## src/rtl/coll_sum_accum.sv

```systemverilog
// Streaming frame accumulator feeding adder_32bit: reduces a frame of unsigned
// 32-bit terms to a sum, sticky overflow, term count and a threshold hit flag.
module adder_32bit (
  input  logic [31:0] A,
  input  logic [31:0] B,
  input  logic        Cin,
  output logic [31:0] S,
  output logic        Cout
);
  logic [32:0] carry;

  assign carry[0] = Cin;

  genvar gi;
  generate
    for (gi = 0; gi < 32; gi++) begin : g_fa
      assign S[gi]         = A[gi] ^ B[gi] ^ carry[gi];
      assign carry[gi + 1] = (A[gi] & B[gi]) | (carry[gi] & (A[gi] ^ B[gi]));
    end
  endgenerate

  assign Cout = carry[32];
endmodule

module coll_sum_accum #(
  parameter int MAX_TERMS = 16,
  parameter int CNT_W     = 8
) (
  input  logic             clk,
  input  logic             rst_n,
  input  logic             clr,
  input  logic             in_valid,
  output logic             in_ready,
  input  logic [31:0]      in_data,
  input  logic             in_last,
  input  logic [31:0]      thresh,
  output logic             out_valid,
  input  logic             out_ready,
  output logic [31:0]      out_sum,
  output logic             out_ovf,
  output logic             out_hit,
  output logic [CNT_W-1:0] out_count
);
  typedef enum logic {ACC = 1'b0, DONE = 1'b1} state_t;

  state_t           state_reg;
  logic [31:0]      acc_reg;
  logic             ovf_reg;
  logic             hit_reg;
  logic [CNT_W-1:0] cnt_reg;

  logic [31:0] nsum;
  logic        cout;
  logic        ovf_next;
  logic        closing;

  adder_32bit u_adder (
    .A    (acc_reg),
    .B    (in_data),
    .Cin  (1'b0),
    .S    (nsum),
    .Cout (cout)
  );

  assign ovf_next = ovf_reg | cout;
  assign closing  = in_last || (cnt_reg == CNT_W'(MAX_TERMS - 1));

  always_ff @(posedge clk or negedge rst_n) begin
    if (!rst_n) begin
      state_reg <= ACC;
      acc_reg   <= '0;
      ovf_reg   <= 1'b0;
      hit_reg   <= 1'b0;
      cnt_reg   <= '0;
    end else if (clr) begin
      // Abort wins over any beat or result handshake in the same cycle.
      state_reg <= ACC;
      acc_reg   <= '0;
      ovf_reg   <= 1'b0;
      hit_reg   <= 1'b0;
      cnt_reg   <= '0;
    end else begin
      case (state_reg)
        ACC: begin
          if (in_valid) begin
            acc_reg <= nsum;
            ovf_reg <= ovf_next;
            cnt_reg <= cnt_reg + CNT_W'(1);
            if (closing) begin
              // Any wrap in the frame invalidates the sum, so no hit.
              hit_reg   <= !ovf_next && (nsum < thresh);
              state_reg <= DONE;
            end
          end
        end
        DONE: begin
          if (out_ready) begin
            state_reg <= ACC;
            acc_reg   <= '0;
            ovf_reg   <= 1'b0;
            hit_reg   <= 1'b0;
            cnt_reg   <= '0;
          end
        end
        default: state_reg <= ACC;
      endcase
    end
  end

  assign in_ready  = (state_reg == ACC);
  assign out_valid = (state_reg == DONE);
  assign out_sum   = acc_reg;
  assign out_ovf   = ovf_reg;
  assign out_hit   = hit_reg;
  assign out_count = cnt_reg;
endmodule

```

## config.mk

```make
export PLATFORM = sky130hd
export DESIGN_NAME = coll_sum_accum
export DESIGN_NICKNAME = d
export VERILOG_FILES = /design/src/rtl/coll_sum_accum.sv
export SDC_FILE = /design/constraint.sdc
export NUM_CORES = 1
export LEC_CHECK = 0
export BUFFER_PORTS_ARGS = -buffer_cell sky130_fd_sc_hd__buf_2
export CORE_ASPECT_RATIO = 1.75
export CORE_MARGIN = 2
export CORE_UTILIZATION = 45
export DETAILED_ROUTE_END_ITERATION = 12
export GPL_TIMING_DRIVEN = 0
export HOLD_SLACK_MARGIN = 0.05
export PLACE_DENSITY = 0.72
export SETUP_SLACK_MARGIN = 0.4
export SLEW_MARGIN = 30
export SYNTH_ARGS = -nofsm -noshare
export SYNTH_HDL_FRONTEND = slang
export SYNTH_SLANG_ARGS = --single-unit
```

## constraint.sdc

```tcl
create_clock -name clk -period 30.9 [get_ports clk]
set_input_delay 3.09 -clock clk [delete_from_list [all_inputs] [get_ports clk]]
set_output_delay 3.09 -clock clk [all_outputs]
set_load 0.01 [all_outputs]
```

After elaboration in Yosys (flattened, before gate mapping) --
Index checks and enable logic that the tools add are counted. Widths: inputs -> output; s select.
Storage, ports and cells: bits in registers 43, input bits 70, output and inout bits 44, logic and storage cells 196
Cells by class: add/sub/neg operators 1, magnitude comparators 1, eq/ne operators 4, multiplexer cells 21, bitwise gates (word level) 159, reductions and logical operators 5
Operators by type and width (number):
- $mux 32 | 3
- $pmux 32 s2 | 1
- $and 1x1->1 | 63
- $xor 1x1->1 | 63
- $lt 32x32->1 | 1
- $or 1x1->1 | 32
- $mux 8 | 3
- $pmux 8 s2 | 1
- $mux 1 | 10
- $add 8x1->8 const B | 1
- $eq 8x4->1 const B | 1
- $ne 3x3->1 const B | 2
- $pmux 1 s2 | 3
- $ne 3x2->1 const B | 1
- $reduce_and 3->1 | 1
- $reduce_and 2->1 | 1
- $logic_and 1x1->1 | 1
- $logic_not 1->1 | 1
- $logic_or 1x1->1 | 1
- $not 1->1 | 1

Logic depth before layout (Yosys ltp) --
word-level depth 70, mapped depth 42, gate-level depth less buffers 42

By module --
Synthesis repeated with hierarchy kept, for this count alone.
Second synthesis, totals: cell total of the unflattened synthesis 285, area, all modules 3194.3 µm²
Modules (own cells, without submodules):
- coll_sum_accum | times used 1, cells each 243, area an instance 2516.2 µm², seq. area each 1076.0 µm²
- adder_32bit | times used 1, cells each 42, area an instance 678.2 µm², seq. area each 0.0 µm²

Worst setup path after synthesis --
Ideal clock, no wire load.
path kind input-to-reg, from input port in_data[0], to register hit_reg (netlist: out_hit), library setup time 0.134 ns, arrival time 15.676 ns, required time 30.766 ns, path slack 15.090 ns, stages 41, buffers on the path 0, cells stage by stage ha_1 inv_1 fa_1 fa_1 fa_1 fa_1 fa_1 fa_1 fa_1 fa_1 fa_1 fa_1 fa_1 fa_1 fa_1 fa_1 fa_1 fa_1 (+5 left out) fa_1 fa_1 fa_1 fa_1 fa_1 fa_1 fa_1 inv_1 fa_1 fa_1 inv_1 fa_1 inv_1 ha_1 and4_1 nand4_1 a311oi_1 o22ai_1
On the way: cells in the longest elaborated chain, start to end 70, elaborated cells between the ends (all ways) 103, those cells by class 1 x order compare; 4 x mux; 96 x bitwise; 2 x reduce/logical
RTL lines:
- start, declared | line 34 | input logic [31:0] in_data,
- parallel branches: the longest is 65 deep, another holds $and 1x1->1
- $logic_and 1x1->1 * | line 91 | hit_reg <= !ovf_next && (nsum < thresh);
- $mux 1 * | line 89 | if (closing) begin
- $mux 1 * | line 85 | if (in_valid) begin
- $pmux 1 s2 * | line 83 | case (state_reg)
- $mux 1 * | line 75 | end else if (clr) begin
- end signal, assigned | line 91
- end, declared | line 49 | logic hit_reg;
Mark *: on every way between the ends. The select of a mux whose other input is x is not followed. A chain may end at the register's enable or synchronous reset.

Final worst setup path --
Same ends and word-level chain as after synthesis.

==> flow_metrics.py <==
metrics = {
    "outcome": {
        "status": "finished clean",
    },
    "synth": {
        "avgSynthCellArea_um2": 8.95,
        "syn_inst": 386,
        "yosys.area.top_type": "dfrtp_1",
        "yosysTopAreaCellShare": 0.311,
        "synth-edff-count": 0,
        "ys_seq_area_frac": 0.311,
        "ys_types": 44,
        "yosys_warnings": 0,
        "synth_ff_type": "dfrtp_1",
        "synth_area_um2": 3450,
        "synthTopCellsByArea": "dfrtp_1 31%, fa_1 18%, inv_1 14%",
        "postSynth.asyncResetShare": 1.00,
        "synth-seq-cells": 43,
        "synthesis.nets": 520,
    },
    "floorplan": {
        "die_h_um": 120,
        "io_pins": 114,
        "die_w_um": 70.2,
        "coreArea_um2": 7510,
        "start_util": 0.460,
        "die-area_um2": 8420,
        "rows": 42,
    },
    "worst_setup_path": {
        "end_kind": "flop",
        "path_common_cell": "fa_1",
        "crit_end": "out_hit$_DFFE_PN0P_",
        "reg2reg_depth": 41,
        "crit_slowest_cell": "fa_1",
        "cp-start-kind": "input port",
        "critPathMaxFanout": 3,
        "critPathArrivalTime_ps": 16570,
        "criticalPathCategory": "input port to flop",
        "slowest_delay_ps": 500,
        "crit_path_start": "in_data[0]",
        "reg2reg_to": "out_hit$_DFFE_PN0P_",
        "crit_required_ps": 31060,
        "r2r_start": "out_sum[0]$_DFFE_PN0P_",
        "r2r_setup_slack_ps": 16970,
    },
    "timing": {
        "setup_viol": 0,
        "fin_skew_ps": 5.58,
        "maxSlewViolCount": 0,
        "fin_crit_ps": 16410,
        "rsz0062_at_grt": "no",
        "period_share": 0.531,
        "fin_ws_ps": 14490,
        "clock.fmax_ghz": 0.0609,
        "tns_ps": 0,
        "worstMarginPinSlew_ps": 577,
        "finalHoldViolations": 0,
        "timing.slew.headroom": 0.615,
    },
    "clock_network": {
        "htreeDepth": 2,
        "hold_buffers": 0,
        "root_buffer": "clkbuf_16",
        "postCtsSetupBuffers": 0,
        "clockBufferDepth": 2,
        "tritoncts": "built",
        "cts.sinks": 43,
        "cts.clk_slew.worst_paths_ps": 60,
        "clkLatencyLatePin_ps": 290,
        "numCtsBuffers": 5,
        "cts_resized": 0,
    },
    "pwr": {
        "combPwrFrac": 0.397,
        "p_seq_frac": 0.314,
        "clockPowerShare": 0.288,
        "peakVddDrop_v": 0.0000356,
        "p_leak_nw": 2.41,
        "intPower_w": 0.000142,
        "switching_share": 0.349,
        "power.switching_w": 0.0000762,
        "power_density_nw_per_um2": 50.6,
    },
    "placement": {
        "port-buffer-count": 113,
        "place_hpwl_um": 6610,
        "place_worst_setup_slack_ps": 14210,
        "gp_congestion": 0.828,
    },
    "finish": {
        "synthToLayoutAreaGrowth_pct": 24.7,
        "n_antenna_cell": 0,
        "layout-drive-gt1-share": 0.256,
        "fin_nets": 640,
    },
    "grt": {
        "grt_overflow": 0,
        "grt_pass1_wl_um": 13900,
        "antenna_found_initial": 0,
        "first_global_vias": 3155,
        "gr-usage-all-layers": 0.207,
        "grt_max_degree": 44,
    },
    "min_path": {
        "hp-class": "flop to flop",
    },
    "detailed_routing": {
        "drt-initial-drc-count": 122,
        "final_antenna_net_count": 0,
        "vias_per_cell": 4.95,
        "first_pass_iters": 4,
        "wl_per_cell_um": 13.7,
        "drt-total-wl_um": 8170,
        "drc": 0,
        "vias": 2946,
    },
    "flow_run": {
        "maxCapViolCount": 0,
    },
}
-- sequential cells by signal, summed over array words and instances, names as in the netlist --
register and count:
out_hit 1, out_valid 1, out_count 8, out_sum 32
out_ovf 1
-- layer usage --
metal | global-route usage | vias to the layer above | part of all wire
met1 | 0.236 | 1395 | 0.38
met5 | 0 | - | 0
met2 | 0.376 | 88 | 0.54
met4 | 0.0974 | 0 | 0.038
li1 | - | 1438 | -
met3 | 0.0243 | 25 | 0.041
-- cell families after synthesis --
family | after synthesis | synth area share
xor+xnor | 4 | 0.0101
fa+ha+maj | 64 | 0.299
compound gates | 69 | 0.127
simple gates | 74 | 0.104
buf+inv | 132 | 0.149
flops | 43 | 0.311
-- power groups by stage --
stage                     clock network (W)  registers, W   logic, W
final                             0.0000628     0.0000686  0.0000866
after global routing              0.0000657     0.0000696   0.000101
after CTS                         0.0000643     0.0000686  0.0000881
after detailed placement                  0     0.0000695  0.0000873
after global placement                    0     0.0000693  0.0000834
after floorplan                           0     0.0000720  0.0000539
-- area by class of cell --
| cell class | instances | area, um2 |
|---|---|---|
| Buffer | 7 | 45.0 |
| Timing Repair Buffer | 113 | 568 |
| Clock buffer | 6 | 139 |
| Tap cell | 88 | 110 |
| Sequential cell | 43 | 1080 |
| Clock inverter | 2 | 35.0 |
| Fill cell | 676 | 3210 |
| Inverter | 125 | 469 |
| Multi-Input combinational cell | 211 | 1860 |
-- how the worst min path moves through the flow --
stage,start,end,slack (ps),cells past startpoint
after CTS,out_sum[23]$_DFFE_PN0P_,out_sum[23]$_DFFE_PN0P_,510,2
after floorplan,out_sum[10]$_DFFE_PN0P_,out_sum[10]$_DFFE_PN0P_,530,2
final,out_sum[31]$_DFFE_PN0P_,out_sum[31]$_DFFE_PN0P_,500,2
after detailed placement,out_sum[18]$_DFFE_PN0P_,out_sum[18]$_DFFE_PN0P_,490,2
after global routing,out_sum[8]$_DFFE_PN0P_,out_sum[8]$_DFFE_PN0P_,530,2
after global placement,out_sum[31]$_DFFE_PN0P_,out_sum[31]$_DFFE_PN0P_,480,2
-- stage by stage --
stage | utilization | hold slack, ps | std cells | power (W) | area, um2
finish | 0.573 | 501 | 595 | 0.000218 | 4310
global route | 0.573 | 535 | 595 | 0.000236 | 4310
CTS | 0.573 | 508 | 595 | 0.000221 | 4310
detailed placement | 0.550 | 492 | 587 | 0.000157 | 4130
global placement | 0.550 | 481 | 587 | 0.000153 | 4130
floorplan | - | 527 | 386 | 0.000126 | 3450
-- Yosys cell counts, drive strengths merged, types with 2 or more instances --
cell	number
a22o	4
and2	3
a31oi	2
or3	2
buf	4
nand3	3
nand4	5
a21oi	12
nor3	2
xnor2	4
ha	33
nor3b	2
clkbuf	3
fa	31
nand2	37
a21o	3
o21ai	35
inv	125
nor2	10
and4	5
dfrtp	43
nor2b	2
-- worst max-delay path: cells and delay by family --
family                   cells  cell delay, ps
adder cells (fa/ha/maj)     33           12440
AND/OR/NAND/NOR              2             360
AO/OA/AOI/OAI                2             330
buffers and inverters        5             320
-- layout by cell type, fill, tap and decap left out, types with 2 or more instances in the layout --
| master | count |
|---|---|
| fa_1 | 31 |
| a31oi_1 | 2 |
| clkbuf_1 | 3 |
| xnor2_1 | 4 |
| inv_1 | 125 |
| nor3b_1 | 2 |
| clkbuf_16 | 5 |
| buf_4 | 4 |
| buf_2 | 112 |
| a21oi_1 | 11 |
| nor2b_1 | 2 |
| dfrtp_1 | 43 |
| and2_1 | 2 |
| and4_1 | 4 |
| or3_1 | 2 |
| nand2_1 | 37 |
| o21ai_0 | 33 |
| nor3_1 | 2 |
| nand4_1 | 5 |
| ha_1 | 33 |
| o21ai_1 | 2 |
| a22o_1 | 4 |
| a21o_1 | 2 |
| nor2_1 | 10 |
| nand3_1 | 3 |
(Power assumes the default switching activity.)
